==> src/rtl/jamma_pkg.sv <==
// Shared types and constants for the JAMMA player-input scanner.
// Used by jamma_input_scanner and jamma_debounce.
package jamma_pkg;

  typedef enum logic [1:0] {
    P1_SETTLE = 2'd0,
    P1_SAMPLE = 2'd1,
    P2_SETTLE = 2'd2,
    P2_SAMPLE = 2'd3
  } scan_state_e;

  localparam logic [7:0] JOY_IDLE = 8'hFF;

  // Bit positions on the active-low player bus
  localparam int JOY_UP    = 0;
  localparam int JOY_DOWN  = 1;
  localparam int JOY_LEFT  = 2;
  localparam int JOY_RIGHT = 3;
  localparam int JOY_B1    = 4;
  localparam int JOY_B2    = 5;
  localparam int JOY_B3    = 6;
  localparam int JOY_START = 7;

  function automatic logic is_p2_state(scan_state_e s);
    return (s == P2_SETTLE) || (s == P2_SAMPLE);
  endfunction

endpackage

==> src/rtl/jamma_debounce.sv <==
// Per-bit coin level filter: the output follows the input only after
// DEBOUNCE_CNT consecutive equal samples.
module jamma_debounce
  import jamma_pkg::*;
#(
  parameter int DEBOUNCE_CNT = 4
) (
  input  logic clk,
  input  logic rst_n,
  input  logic sample,
  input  logic din,
  output logic dout
);

  localparam logic [3:0] CNT_MAX = 4'(DEBOUNCE_CNT);

  logic [3:0] run_cnt_reg, run_cnt_next;
  logic       level_reg, level_next;
  logic       dout_reg, dout_next;

  always_comb begin
    run_cnt_next = run_cnt_reg;
    level_next   = level_reg;
    dout_next    = dout_reg;
    if (sample) begin
      if (din == level_reg) begin
        if (run_cnt_reg != CNT_MAX) run_cnt_next = run_cnt_reg + 4'd1;
      end else begin
        // A differing scan starts a new run that already counts as one
        level_next   = din;
        run_cnt_next = 4'd1;
      end
      if (run_cnt_next == CNT_MAX) dout_next = level_next;
    end
  end

  always_ff @(posedge clk or negedge rst_n) begin
    if (!rst_n) begin
      run_cnt_reg <= 4'd0;
      level_reg   <= 1'b1;
      dout_reg    <= 1'b1;
    end else begin
      run_cnt_reg <= run_cnt_next;
      level_reg   <= level_next;
      dout_reg    <= dout_next;
    end
  end

  assign dout = dout_reg;

endmodule

==> src/rtl/jamma_input_scanner.sv <==
// Time-multiplexed JAMMA two-player input scanner with coin synchronizer.
// Optional coin debounce is built when JAMMA_COIN_DEBOUNCE_EN is defined.
module jamma_input_scanner
  import jamma_pkg::*;
#(
  parameter int SETTLE_CYCLES = 8,
  parameter int DEBOUNCE_CNT  = 4
) (
  input  logic       clk,
  input  logic       rst_n,
  input  logic       ena,
  input  logic [7:0] jjoy,
  input  logic [5:0] local_joy,
  input  logic [1:0] jcoin,
  output logic       jselect,
  output logic [7:0] joystick1,
  output logic [7:0] joystick2,
  output logic [1:0] coin,
  output logic       scan_done
);

  localparam logic [7:0] SETTLE_LAST = 8'(SETTLE_CYCLES - 1);

  scan_state_e state_reg, state_next;
  logic [7:0]  settle_cnt_reg, settle_cnt_next;
  logic        jselect_reg, jselect_next;
  logic [7:0]  joy1_reg, joy1_next;
  logic [7:0]  joy2_reg, joy2_next;
  logic        scan_done_reg, scan_done_next;
  logic [1:0]  coin_sync1_reg, coin_sync2_reg;

  always_comb begin
    state_next      = state_reg;
    settle_cnt_next = settle_cnt_reg;
    joy1_next       = joy1_reg;
    joy2_next       = joy2_reg;
    scan_done_next  = 1'b0;
    if (ena) begin
      unique case (state_reg)
        P1_SETTLE: begin
          if (settle_cnt_reg == SETTLE_LAST) begin
            state_next      = P1_SAMPLE;
            settle_cnt_next = 8'd0;
          end else begin
            settle_cnt_next = settle_cnt_reg + 8'd1;
          end
        end
        P1_SAMPLE: begin
          // On-board stick shares player 1; either source pressing wins
          joy1_next       = jjoy & {2'b11, local_joy};
          state_next      = P2_SETTLE;
          settle_cnt_next = 8'd0;
        end
        P2_SETTLE: begin
          if (settle_cnt_reg == SETTLE_LAST) begin
            state_next      = P2_SAMPLE;
            settle_cnt_next = 8'd0;
          end else begin
            settle_cnt_next = settle_cnt_reg + 8'd1;
          end
        end
        P2_SAMPLE: begin
          joy2_next       = jjoy;
          scan_done_next  = 1'b1;
          state_next      = P1_SETTLE;
          settle_cnt_next = 8'd0;
        end
        default: state_next = P1_SETTLE;
      endcase
    end
    // Select comes from a flop so the external mux never sees decode glitches
    jselect_next = is_p2_state(state_next);
  end

  always_ff @(posedge clk or negedge rst_n) begin
    if (!rst_n) begin
      state_reg      <= P1_SETTLE;
      settle_cnt_reg <= 8'd0;
      jselect_reg    <= 1'b0;
      joy1_reg       <= JOY_IDLE;
      joy2_reg       <= JOY_IDLE;
      scan_done_reg  <= 1'b0;
      coin_sync1_reg <= 2'b11;
      coin_sync2_reg <= 2'b11;
    end else begin
      scan_done_reg <= scan_done_next;
      if (ena) begin
        state_reg      <= state_next;
        settle_cnt_reg <= settle_cnt_next;
        jselect_reg    <= jselect_next;
        joy1_reg       <= joy1_next;
        joy2_reg       <= joy2_next;
        coin_sync1_reg <= jcoin;
        coin_sync2_reg <= coin_sync1_reg;
      end
    end
  end

  assign jselect   = jselect_reg;
  assign joystick1 = joy1_reg;
  assign joystick2 = joy2_reg;
  assign scan_done = scan_done_reg;

`ifdef JAMMA_COIN_DEBOUNCE_EN
  logic coin_sample;
  assign coin_sample = ena && (state_reg == P2_SAMPLE);

  genvar gi;
  generate
    for (gi = 0; gi < 2; gi++) begin : g_coin_debounce
      jamma_debounce #(
        .DEBOUNCE_CNT(DEBOUNCE_CNT)
      ) u_debounce (
        .clk   (clk),
        .rst_n (rst_n),
        .sample(coin_sample),
        .din   (coin_sync2_reg[gi]),
        .dout  (coin[gi])
      );
    end
  endgenerate
`else
  assign coin = coin_sync2_reg;
`endif

endmodule

==> config.mk <==
export PLATFORM = sky130hd
export DESIGN_NAME = jamma_input_scanner
export DESIGN_NICKNAME = d
export VERILOG_FILES = /design/src/rtl/jamma_pkg.sv /design/src/rtl/jamma_debounce.sv /design/src/rtl/jamma_input_scanner.sv
export SDC_FILE = /design/constraint.sdc
export NUM_CORES = 1
export LEC_CHECK = 0
export BUFFER_PORTS_ARGS = -buffer_cell sky130_fd_sc_hd__buf_2
export CAP_MARGIN = 20
export CORE_AREA = 2 2 73 47
export DETAILED_ROUTE_END_ITERATION = 8
export DIE_AREA = 0 0 75 49
export PLACE_DENSITY = 0.86
export SLEW_MARGIN = 5
export SYNTH_ARGS = -nofsm -noshare
export SYNTH_HDL_FRONTEND = slang
export SYNTH_SLANG_ARGS = --single-unit
==> constraint.sdc <==
create_clock -name clk -period 3.4 [get_ports clk]
set_clock_uncertainty 0.05 [all_clocks]
set_input_delay 0 -clock clk [delete_from_list [all_inputs] [get_ports clk]]
set_output_delay 0 -clock clk [all_outputs]
set_load 0.005 [all_outputs]
# Word level (Yosys, flattened, before mapping)
# Index checks and enable logic that the tools add are counted.
dict set report word_totals {
  regBits 32
  inputBits 19
  output_inout_bits 20
  word_cells 30
}
dict set report op_classes {
  addsub 1
  n_eq_ne 6
  n_mux 8
  n_bitwise 1
  n_reduce_logical 6
}
# op count
set op_table {}
lappend op_table {{one-hot mux 8 bit (2 select lines)} 1}
lappend op_table {{adder 8 x 1 -> 8 bit (second input constant)} 1}
lappend op_table {{AND 8 bit} 1}
lappend op_table {{equality test 2 bit (second input constant)} 4}
lappend op_table {{equality test 8 x 3 -> 1 bit (second input constant)} 1}
lappend op_table {{two-way mux 8 bit} 1}
lappend op_table {{one-hot mux 2 bit (4 select lines)} 1}
lappend op_table {{two-way mux 2 bit} 3}
lappend op_table {{AND reduction 2 bit} 2}
lappend op_table {{OR reduction 2 bit} 2}
lappend op_table {{equality test 2 x 1 -> 1 bit (second input constant)} 1}
lappend op_table {{logical NOT 2 bit} 1}
lappend op_table {{two-way mux 1 bit} 2}
lappend op_table {{logical OR 1 bit} 1}

# Longest topological paths before layout
dict set report depth {
  depth_word 6
  depth_mapped 6
  ltp_nobuf 5
}

# Worst setup path before layout
# Ideal clock, no wire load.
dict set report synth_timing {
  path_kind {register to register}
  from {register state_reg[1]}
  to {register settle_cnt_reg[3]}
  setup_ns 0.116
  t_arrival_ns 1.352
  t_required_ns 3.234
  slack_ns 1.882
  stages_incl_launch_ff 6
  n_path_buf 0
  synth_period_minus_slack_ns 1.518
  path_cell_list {dfrtp_1 > inv_1 > ha_1 > nor2_1 > o211ai_2 > o311ai_0}
}
dict set report synth_via {
  elab_chain_cells 3
  elab_cells_between_ends 7
  cone_classes {3 x eq/ne; 1 x mux; 3 x reduce/logical}
}
# element line_no
set synth_rtl {}
lappend synth_rtl {{start: declaration} jamma_input_scanner.sv:24} ;# scan_state_e state_reg, state_next;
lappend synth_rtl {{start signal: assignment} jamma_input_scanner.sv:88} ;# state_reg <= state_next;
lappend synth_rtl {{equality test 2 bit, or another cell as far along} jamma_input_scanner.sv:39} ;# unique case (state_reg)
lappend synth_rtl {{OR reduction 2 bit (no source line)} -}
lappend synth_rtl {{one-hot mux 8 bit (2 select lines) *} jamma_input_scanner.sv:39}
lappend synth_rtl {{end signal: assignment} jamma_input_scanner.sv:89} ;# settle_cnt_reg <= settle_cnt_next;
lappend synth_rtl {{end: declaration} jamma_input_scanner.sv:25} ;# logic [7:0] settle_cnt_reg, settle_cnt_next;
# Mark *: on every way between the ends. The rest lies on a longest branch, timed or not.
# A chain may end at the register's enable or synchronous reset.

# Worst setup path in the final report
# Same ends and word-level chain as after synthesis.

==> results.txt <==
The number of max-slew violations in the final report is 0. Leaving out fill and tap cells, the most frequent cells in the layout are 38 x sky130_fd_sc_hd__buf_2, 23 x sky130_fd_sc_hd__dlygate4sd3_1, 22 x sky130_fd_sc_hd__nand2_1. The finished layout cell area came out at 1990 um2.

The starting utilization of the core area came out at 46.9%. For this design, the CTS-stage hold fixing added 23 buffers. The slew of the pin with the lowest slew margin came out at between 0.6 and 0.7 ns. The per-cell routed wire length is around 16 um. The maximum level of the CTS H-tree came out at 2. The largest voltage drop on the vdd net came out at ~0.00032 V. The area of the mapped netlist is roughly 1400 um2.

Counting every instance in the synthesized netlist gives 120. STA puts the critical path data required time at around 3.5 ns. The total setup violations reported at the end of the flow is 0. The TritonCTS sink count came out at 32. The post-CTS setup repair buffer count came out at 0. The number of hold violations in the final report came out at 0.

The tightest slew margin relative to the limit is 54.4%. The worst setup path is of the flip-flop to flip-flop kind. Synthesis inferred 32 register bits. The setup slack at placement is 1.69 ns.

In this run the clock root is driven by a sky130_fd_sc_hd__clkbuf_8. The count of synthesis-stage warnings from yosys is 0. The flow ran to the end, and the final reports show no timing, DRC or antenna violations. The maximum count of clock buffers along a single path came out at 2. The number of antenna violations at the first check in global routing came out at 1. The die is roughly 75 um wide. The total of max-cap violations is 0. In the synthesized netlist the dominant register cell turns out to be sky130_fd_sc_hd__dfstp_2.

Setup repair after global routing left no endpoint under its margin. The number of nets in the layout came out at 209. The count of cells resized by post-cts repair is 0.

Of the available clock period, the critical path in the final layout requires about half. Of all flip-flops after synthesis, the portion carrying an async set or reset was 100%. The latest clock arrival within the worst-skew pair came out at a little under 0.3 ns. The distinct cell type count of the synthesized netlist is 30. The average cell area after synthesis is 12.0 um2. The maximum number of pins on one net before global-route repair came out at 33.

The remaining routing DRC violations is 0. The worst setup path is captured at a flip-flop. In this run, CTS created clock tree buffers numbering 5.

The static leakage is 0.926 nW. The wire length of the first global-routing pass is 5.98 mm. The net count after synthesis came out at 144.

The share of synthesized area occupied by flip-flops and latches came out at 57.5%. The total negative slack came out at 0 ns. In this run the vertical extent of the chip is 49 um. Dividing the detail-routed via count by the number of cells gives 5.17. The standard-cell row count is 16.

The clock transition at the registers of the reported paths is 0.06 ns. The count of boundary I/O pins is 39. The final critical path time including I/O delays and setup came out at between 1.5 and 2 ns. STA classifies the critical path startpoint as a flip-flop. The share of the core filled with cells is roughly 65%.

The via count came out at approximately 1200. The area added between synthesis and finish is 38.5%. The count of flip-flops with a built-in enable after synthesis came out at 0. The fraction of layout cells with a size suffix above 1 came out at between 40% and 50%. The count of nets left with antenna violations once routing finished came out at 0. The arrival time reported for the critical path endpoint came out at about 1.8 ns. The number of global-route vias before repair is between 1000 and 1500.

The worst setup slack after layout came out at around 1.7 ns. The number of port buffers came out at 38. The first-pass detailed-route iteration total came out at 4.

The maximum net fanout on the critical path came out at 6. The path class of the tightest hold or removal check is input port to flip-flop. The die covers 3680 um2. The leading cell type in the layout, fill and taps excluded is sky130_fd_sc_hd__buf_2. Global routing used 21.7% of the available tracks across all layers. The overflow left after global routing is 0. The power density relative to cell area came out at between 600 and 700 nW/um2. After detailed placement, the total cell area comes to about 1700 um2.

The starting DRC count in detailed routing is 90. At the end of routability-driven placement, the weighted congestion stood at 0.794. TritonCTS built the clock tree. The detailed-placement wirelength estimate is around 2.3 mm. The fmax came out at roughly 580 MHz. The routed design has 3.65 mm of wire.

The area of the core is between 3000 and 4000 um2.
-- synthesized netlist by cell type (2+ instances only) --
cell type / count / area share, %
sky130_fd_sc_hd__a22oi_1: 2 / 1.0
sky130_fd_sc_hd__clkbuf_1: 2 / 0.52
sky130_fd_sc_hd__dfrtp_1: 12 / 21
sky130_fd_sc_hd__dfstp_2: 20 / 37
sky130_fd_sc_hd__ha_1: 5 / 4.4
sky130_fd_sc_hd__inv_1: 6 / 1.6
sky130_fd_sc_hd__mux2_2: 14 / 11
sky130_fd_sc_hd__nand2_1: 22 / 5.8
sky130_fd_sc_hd__nand3_1: 2 / 0.70
sky130_fd_sc_hd__nand4_1: 2 / 0.87
sky130_fd_sc_hd__o211ai_1: 2 / 1.0
sky130_fd_sc_hd__o21ai_0: 11 / 3.8
sky130_fd_sc_hd__o311ai_0: 2 / 1.2
sky130_fd_sc_hd__or3_1: 2 / 0.87
-- where the power goes --
part | total [mW] | switching [mW] | internal, mW
clock network | 0.304 | 0.143 | 0.161
registers | 0.681 | 0.104 | 0.577
logic | 0.390 | 0.187 | 0.202
total | 1.37 | 0.434 | 0.941
-- logic make-up (layout without fill, tap and decap cells) --
| group | Yosys count | count (layout) | synth area share (%) |
|---|---|---|---|
| mux | 15 | 15 | 11.7 |
| buf+inv | 9 | 75 | 2.88 |
| simple gates | 36 | 36 | 12.2 |
| other cells | 0 | 1 | 0 |
| fa+ha+maj | 5 | 5 | 4.36 |
| flops | 32 | 32 | 57.5 |
| compound gates | 23 | 23 | 11.3 |
-- final cells by class --
class | count | area, um2
repair buffers | 61 | 420
diodes | 1 | 2.50
clock buffers | 6 | 82.6
clock inverters | 2 | 10.0
fillers | 246 | 1070
multi-input cells | 79 | 568
flip-flops and latches | 32 | 826
well taps | 45 | 56.3
inverters | 6 | 22.5
-- layer usage --
metal  wire, um  up-vias  GRT usage (%)
met3        156       14           4.96
li1           -      559              -
met2       1860       47           36.5
met4        163        0           12.2
met5          0        -              0
met1       1460      579           25.1
-- worst max-delay path, cell delays in order, from the launching register on --
cell and delay, ns:
sky130_fd_sc_hd__dfrtp_1 0.37, sky130_fd_sc_hd__inv_1 0.08, sky130_fd_sc_hd__ha_1 0.21, sky130_fd_sc_hd__nor2_1 0.38
sky130_fd_sc_hd__o211ai_2 0.19, sky130_fd_sc_hd__o311ai_0 0.32
-- stage by stage --
stage,total power [mW],instances,hold slack [ns]
2_1_floorplan,0.873,120,-0.346
3_3_place_gp,1.01,200,0.00993
3_5_place_dp,1.05,200,0.0268
4_1_cts,1.37,231,0.0918
5_1_grt,1.46,232,0.120
6_report,1.37,232,0.110
-- final timing paths --
path	start	endpoint	slack [ns]	cells after the start
worst max-delay path	state_reg[1]	settle_cnt_reg[3]	1.68	5
min in group asynchronous	rst_n	settle_cnt_reg[7]	0.24	2
max in group asynchronous	rst_n	scan_done	2.62	2
worst max register to register	state_reg[1]	settle_cnt_reg[3]	1.68	5
worst min register to register	joystick1[3]	joystick1[3]	0.43	2
worst min-delay path	ena	jselect	0.11	2
No activity file was read; power rests on OpenSTA's default activity.
